## config.mk

```make
export PLATFORM = sky130hd
export DESIGN_NAME = fifo_burst_reader_flat
export DESIGN_NICKNAME = d
export VERILOG_FILES = /design/src/rtl/fifo_burst_reader_if.sv /design/src/rtl/fifo_burst_reader.sv /design/src/flat_wrapper.sv
export SDC_FILE = /design/constraint.sdc
export NUM_CORES = 1
export LEC_CHECK = 0
export ABC_AREA = 1
export BUFFER_PORTS_ARGS = -buffer_cell sky130_fd_sc_hd__buf_2
export CORE_ASPECT_RATIO = 1.25
export CORE_MARGIN = 2
export CORE_UTILIZATION = 56
export DETAILED_ROUTE_END_ITERATION = 16
export PLACE_DENSITY = 0.84
export SLEW_MARGIN = 25
export SYNTH_ARGS = -nofsm -noshare
export SYNTH_HDL_FRONTEND = slang
export SYNTH_SLANG_ARGS = --single-unit
```

## constraint.sdc

```tcl
create_clock -name clk -period 2.25 [get_ports clk]
set_input_delay 0.45 -clock clk [delete_from_list [all_inputs] [get_ports clk]]
set_output_delay 0.45 -clock clk [all_outputs]
set_load 0.005 [all_outputs]
```

## src/rtl/fifo_burst_reader_if.sv

```systemverilog
// -----------------------------------------------------------------------------
// fifo_burst_reader_if
// Groups the FIFO-side and downstream-side signals of fifo_burst_reader.
//
//   fifo_empty     FIFO empty flag
//   fifo_threshold FIFO threshold flag
//   fifo_data      FIFO read data, valid the cycle after fifo_rd
//   fifo_rd        FIFO read strobe, one read per high cycle
//   m_valid        downstream data valid
//   m_ready        downstream ready
//   m_data         downstream data
//
// Downstream handshake: a beat transfers on a rising clk edge where m_valid
// and m_ready are both high. Once m_valid is high, m_valid and m_data hold
// stable until that transfer; m_ready may change freely.
//
// Modports: master = the burst reader, slave = the FIFO/sink side.
// -----------------------------------------------------------------------------
interface fifo_burst_reader_if #(
   parameter int DATA_W = 8
);
   logic              fifo_empty;
   logic              fifo_threshold;
   logic [DATA_W-1:0] fifo_data;
   logic              fifo_rd;
   logic              m_valid;
   logic              m_ready;
   logic [DATA_W-1:0] m_data;

   modport master (
      input  fifo_empty,
      input  fifo_threshold,
      input  fifo_data,
      output fifo_rd,
      output m_valid,
      input  m_ready,
      output m_data
   );

   modport slave (
      output fifo_empty,
      output fifo_threshold,
      output fifo_data,
      input  fifo_rd,
      input  m_valid,
      output m_ready,
      input  m_data
   );
endinterface

```

## src/rtl/fifo_burst_reader.sv

```systemverilog
// -----------------------------------------------------------------------------
// fifo_burst_reader
// Reads bursts of BURST_LEN words from a FIFO when its threshold flag is up,
// or drains it completely on a flush request, and forwards the words through
// a 2-entry skid buffer to a valid/ready downstream port.
//
// Ports:
//   clk            single clock, rising edge
//   rst_n          asynchronous active-low reset
//   flush          single-cycle request to drain the FIFO completely
//   bus            fifo_burst_reader_if.master (FIFO read side + downstream)
//   busy           high whenever the FSM is not IDLE
//   underflow_err  sticky; set if fifo_rd is ever high while fifo_empty is high
//   state_dbg      current FSM state (IDLE=0, BURST=1, FLUSH=2, DRAIN=3)
// -----------------------------------------------------------------------------
module fifo_burst_reader #(
   parameter int DATA_W    = 8,
   parameter int BURST_LEN = 4
) (
   input  logic                 clk,
   input  logic                 rst_n,
   input  logic                 flush,
   fifo_burst_reader_if.master  bus,
   output logic                 busy,
   output logic                 underflow_err,
   output logic [1:0]           state_dbg
);

   localparam logic [1:0] S_IDLE  = 2'd0;
   localparam logic [1:0] S_BURST = 2'd1;
   localparam logic [1:0] S_FLUSH = 2'd2;
   localparam logic [1:0] S_DRAIN = 2'd3;

   localparam logic [7:0] BURST_END  = 8'(BURST_LEN);
   localparam logic [7:0] BURST_LAST = 8'(BURST_LEN - 1);

   logic [1:0]        state;
   logic [1:0]        state_nxt;
   logic [7:0]        burst_cnt;
   logic              flush_pend;
   logic              rd_q;        // a read was issued last cycle; data arrives now
   logic [DATA_W-1:0] buf_mem [2];
   logic              wr_ptr;
   logic              rd_ptr;
   logic [1:0]        count;
   logic              xfer;
   logic              read_phase;
   logic              rd_issue;
   logic [1:0]        load_after;

   assign xfer = (count != 2'd0) && bus.m_ready;

   // Buffer load once this cycle's downstream transfer is taken out, with the
   // in-flight read counted as already occupying a slot. Discounting the beat
   // leaving this cycle is what lets a read issue every cycle while m_ready is
   // held high; a new read is still only issued when a slot is guaranteed.
   assign load_after = count + {1'b0, rd_q} - {1'b0, xfer};

   assign read_phase = ((state == S_BURST) && (burst_cnt != BURST_END)) ||
                       (state == S_FLUSH);

   assign rd_issue = read_phase && !bus.fifo_empty && (load_after < 2'd2);

   assign bus.fifo_rd  = rd_issue;
   assign bus.m_valid  = (count != 2'd0);
   assign bus.m_data   = buf_mem[rd_ptr];
   assign busy         = (state != S_IDLE);
   assign state_dbg    = state;

   always_comb begin
      state_nxt = state;
      case (state)
         S_IDLE: begin
            // Flush wins over a burst start.
            if (flush || flush_pend)
               state_nxt = S_FLUSH;
            else if (bus.fifo_threshold && !bus.fifo_empty)
               state_nxt = S_BURST;
         end
         S_BURST: begin
            if (rd_issue && (burst_cnt == BURST_LAST))
               state_nxt = S_DRAIN;
         end
         S_FLUSH: begin
            if (bus.fifo_empty && !rd_q)
               state_nxt = S_DRAIN;
         end
         S_DRAIN: begin
            if ((count == 2'd0) && !rd_q)
               state_nxt = S_IDLE;
         end
         default: state_nxt = S_IDLE;
      endcase
   end

   always_ff @(posedge clk or negedge rst_n) begin
      if (!rst_n) begin
         state         <= S_IDLE;
         burst_cnt     <= 8'd0;
         flush_pend    <= 1'b0;
         rd_q          <= 1'b0;
         underflow_err <= 1'b0;
      end else begin
         state <= state_nxt;
         rd_q  <= rd_issue;

         if ((state == S_IDLE) && (state_nxt == S_BURST))
            burst_cnt <= 8'd0;
         else if ((state == S_BURST) && rd_issue && (burst_cnt != 8'hFF))
            burst_cnt <= burst_cnt + 8'd1;

         // FLUSH is only entered from IDLE, so that is the only clear point.
         if ((state == S_IDLE) && (state_nxt == S_FLUSH))
            flush_pend <= 1'b0;
         else if (flush && (state != S_IDLE))
            flush_pend <= 1'b1;

         if (bus.fifo_rd && bus.fifo_empty)
            underflow_err <= 1'b1;
      end
   end

   // Skid buffer: capture one cycle after each read, pop on transfer.
   always_ff @(posedge clk or negedge rst_n) begin
      if (!rst_n) begin
         buf_mem[0] <= '0;
         buf_mem[1] <= '0;
         wr_ptr     <= 1'b0;
         rd_ptr     <= 1'b0;
         count      <= 2'd0;
      end else begin
         if (rd_q) begin
            buf_mem[wr_ptr] <= bus.fifo_data;
            wr_ptr          <= ~wr_ptr;
         end
         if (xfer)
            rd_ptr <= ~rd_ptr;
         count <= load_after;
      end
   end

endmodule

```

## src/flat_wrapper.sv

```systemverilog
// flat-port wrapper written by rule: the top's interface ports become plain ports
module fifo_burst_reader_flat 
#(
   parameter int DATA_W    = 8,
   parameter int BURST_LEN = 4
)
  (clk, rst_n, flush, busy, underflow_err, state_dbg, bus_fifo_empty, bus_fifo_threshold, bus_fifo_data, bus_fifo_rd, bus_m_valid, bus_m_ready, bus_m_data);
  fifo_burst_reader_if #(.DATA_W(DATA_W)) bus_i ();
  input  logic clk;
  input  logic rst_n;
  input  logic flush;
  output logic busy;
  output logic underflow_err;
  output logic [1:0] state_dbg;
  input wire logic [$bits(bus_i.fifo_empty)-1:0] bus_fifo_empty;
  input wire logic [$bits(bus_i.fifo_threshold)-1:0] bus_fifo_threshold;
  input wire logic [$bits(bus_i.fifo_data)-1:0] bus_fifo_data;
  output wire logic [$bits(bus_i.fifo_rd)-1:0] bus_fifo_rd;
  output wire logic [$bits(bus_i.m_valid)-1:0] bus_m_valid;
  input wire logic [$bits(bus_i.m_ready)-1:0] bus_m_ready;
  output wire logic [$bits(bus_i.m_data)-1:0] bus_m_data;
  assign bus_i.fifo_empty = bus_fifo_empty;
  assign bus_i.fifo_threshold = bus_fifo_threshold;
  assign bus_i.fifo_data = bus_fifo_data;
  assign bus_fifo_rd = bus_i.fifo_rd;
  assign bus_m_valid = bus_i.m_valid;
  assign bus_i.m_ready = bus_m_ready;
  assign bus_m_data = bus_i.m_data;
  fifo_burst_reader #(.DATA_W(DATA_W), .BURST_LEN(BURST_LEN)) u_core (.clk(clk), .rst_n(rst_n), .flush(flush), .bus(bus_i), .busy(busy), .underflow_err(underflow_err), .state_dbg(state_dbg));
endmodule
```

==> impl_metrics.yaml <==
setup_path:
  critical_path_class: "reg2reg"
  worstSetupEndpointType: "flip-flop"
  start_kind: "flip-flop"
  path_buf_inv: 13
  crit_chain: "inv_2 > nand2_4 > nand2_4 > buf_4 > buf_4 > buf_4 > buf_4 > buf_4 > buf_4 > buf_4 > buf_4 > buf_4 > buf_4 > buf_4 > buf_4 > xor2_1"
  crit_fanout: 2
  arrival_ns: 2.45
  crit_family: "buffers and inverters"
  cpMostUsedCell: "buf_4"
  critPathSlowestCell: "dfrtp_1"
  cp.required_ns: 2.42
  max_stage_delay_ns: 0.37
synth:
  synth_area_leaders: "dfrtp_1 (46%), nand2_1 (16%), nand3_1 (5.0%)"
  syn_nets: 244
  yosys.area.top_type: "dfrtp_1"
  synth_xor_area_frac: 0.0193
  synth-simple-area-share: 0.348
  ys_warn_count: 0
  yosysSeqAreaShare: 0.456
  ys_seq_elements: 33
  syn_area_sq_um: 1810
  synth_top_family_by_area: "simple AND/OR/NAND/NOR gates"
  synthMuxAreaShare: 0
  yosys.cell_types.count: 30
  syn-instance-count: 226
  synth.avg_cell_area_sq_um: 8.02
  synth_compound_area_frac: 0.0663
  synthAdderAreaFrac: 0.0276
  synth_top_area_share: 0.456
timing:
  skew_ns: 0.0118
  finalMaxSlewViolations: 0
  hold_viol: 0
  rsz0062_at_grt: "true"
  fin_ws_ns: -0.0251
  setup_viol: 2
  fin_crit_sh: 1.01
  max_freq_ghz: 0.440
  layout_min_cycle_time_ns: 2.28
  worst_pin_slew_ns: 0.720
  relSlewSlack: 0.520
clock_network:
  cts_made_buffers: 5
  cts_sinks: 33
  clockRootBuffer: "clkbuf_8"
  htreeDepth: 2
  clk-insertion-delay-late_ns: 0.29
  cts_tree: "built"
  cts_buffer_depth: 2
  clk_pin_slew_worst_paths_ns: 0.08
  cts_hold_buffers: 0
global_route:
  grt-ovfl-total: 0
  grt_pass1_vias: 1675
  grtUsageTotal: 0.290
  grt_max_degree: 34
  grt_pass1_wl_mm: 7.48
  antenna_found_initial: 0
floorplanning:
  die_w_um: 54.9
  die_y_um: 67.6
  row_count: 23
  pin_count: 28
  core_area_sq_um: 3140
  design.die.area_sq_um: 3710
  start_util: 0.578
layout:
  num_antenna_cells: 0
  design_area_sq_um: 2340
  nFillCells: 231
  multi_input_area_sq_um: 902
  syn_to_final_growth_pct: 29.4
  nets: 299
  regArea_sq_um: 826
  drive_gt1_frac: 0.344
placement:
  hpwl_mm: 2.46
  portBuffers: 27
  dp_slack_ns: 0.144
  post_dp_cell_area_sq_um: 1960
  globalplace.congestion: 0.867
power_and_ir_drop:
  powerDensity_nw_per_um2: 1350
  ir_drop_mv: 1.09
  leakage_nw: 1.29
drt:
  dr.pass1.iters: 4
  drt_iter0_drc: 54
  vias: 1685
  wirelength_mm: 4.73
  routedWlPerCell_um: 14.8
  drc: 0
  antenna_left: 0
  vias_per_cell: 5.28
flow_run:
  cap_violations: 0
hold_path:
  hold_path.class: "in2async"
status:
  violations: "setup timing"
  outcome: "finished with violations"
==> layer usage <==
metal,share of wire,wire length (um),vias up,track usage
met3,0.056,265,23,0.0819
li1,-,-,823,-
met5,0,0,-,0
met1,0.37,1740,769,0.290
met4,0.048,225,0,0.175
met2,0.53,2500,70,0.510
==> worst reg2reg max path, cell delays in order (launching register included) <==
cell	delay, ns
dfrtp_1	0.37
inv_2	0.07
nand2_4	0.09
nand2_4	0.05
buf_4	0.12
buf_4	0.12
buf_4	0.12
buf_4	0.12
buf_4	0.12
buf_4	0.12
buf_4	0.12
buf_4	0.12
buf_4	0.12
buf_4	0.12
buf_4	0.12
buf_4	0.12
xor2_1	0.13
==> cell type report <==
class,count,area share
clock buffer,7,0.0368
clock inverter,1,0.0128
inverter,29,0.0464
multi-input combinational,157,0.385
sequential,33,0.352
tap,37,0.0197
timing repair buffer,55,0.147
==> path summary, 6_finish.rpt <==
| check | slack (ns) | start | end | cells past startpoint |
|---|---|---|---|---|
| max | -0.03 | u_core.count[0] | u_core.rd_ptr | 16 |
| min | 0.21 | rst_n | u_core.rd_ptr | 1 |
| max reg2reg | -0.03 | u_core.count[0] | u_core.rd_ptr | 16 |
| min reg2reg | 0.40 | u_core.underflow_err | u_core.underflow_err | 0 |
| max in group asynchronous | 1.56 | rst_n | u_core.burst_cnt[5] | 1 |
| min in group clk | 0.40 | u_core.underflow_err | u_core.underflow_err | 0 |
==> metrics by stage <==
stage | std cells | hold WS, ns | util | TNS (ns) | total power, mW
floorplan | 226 | 0.154 | - | 0 | 1.77
global placement | 284 | 0.361 | 0.625 | 0 | 2.03
detailed placement | 284 | 0.375 | 0.625 | 0 | 2.07
CTS | 319 | 0.241 | 0.730 | 0 | 2.95
global route | 319 | 0.276 | 0.748 | -0.213 | 3.41
finish | 319 | 0.210 | 0.748 | -0.0435 | 3.16
==> kinds of logic (layout without fill, tap and decap cells) <==
family | count (synthesis) | count (layout)
adders and majority gates | 4 | 4
DFF | 33 | 33
buffers and inverters | 36 | 92
xor gates and xnor gates | 4 | 4
and+or+nand+nor | 129 | 129
AOI/OAI and AO/OA | 20 | 20
==> synthesized netlist by cell type, drive strengths merged <==
library cell / count
a21boi: 1
a21oi: 1
buf: 5
clkbuf: 2
clkinv: 1
dfrtp: 33
ha: 4
inv: 28
nand2: 80
nand3: 20
nand3b: 1
nand4: 9
nor2: 16
nor3: 2
o21ai: 17
o21bai: 1
or2: 1
xor2: 4
==> state kept, by name, indices dropped and copies added (netlist names) <==
name and cells:
u_core.state_dbg 2, u_core.count 2, u_core.flush_pend 1, u_core.buf_mem 16, u_core.burst_cnt 8, u_core.rd_q 1, u_core.underflow_err 1, u_core.rd_ptr 1
u_core.wr_ptr 1
==> layout by cell type, fill, tap and decap left out, types with 4 or more instances in the layout <==
cell type / n
o21ai_0: 9
xor2_1: 4
nor2_1: 8
dfrtp_1: 33
nand4_1: 7
buf_2: 27
nand3_1: 16
buf_4: 28
nor2_2: 5
nand2_2: 5
o21ai_1: 8
clkbuf_8: 6
inv_1: 20
nand2_1: 72
inv_2: 8
==> power by group <==
group / internal, mW / leakage (nW) / switching [mW]
Sequential: 0.842 / 0.407 / 0.215
Clock: 0.361 / 0.0585 / 0.226
Combinational: 0.711 / 0.820 / 0.809
==> timing repair <==
| item | CTS | global route |
|---|---|---|
| resized for setup | 7 | 11 |
| endpoints found under the setup margin | 1 | 4 |
| buffers inserted | 27 | 1 |
| pin swaps | 6 | 9 |
(Power assumes the default switching activity.)
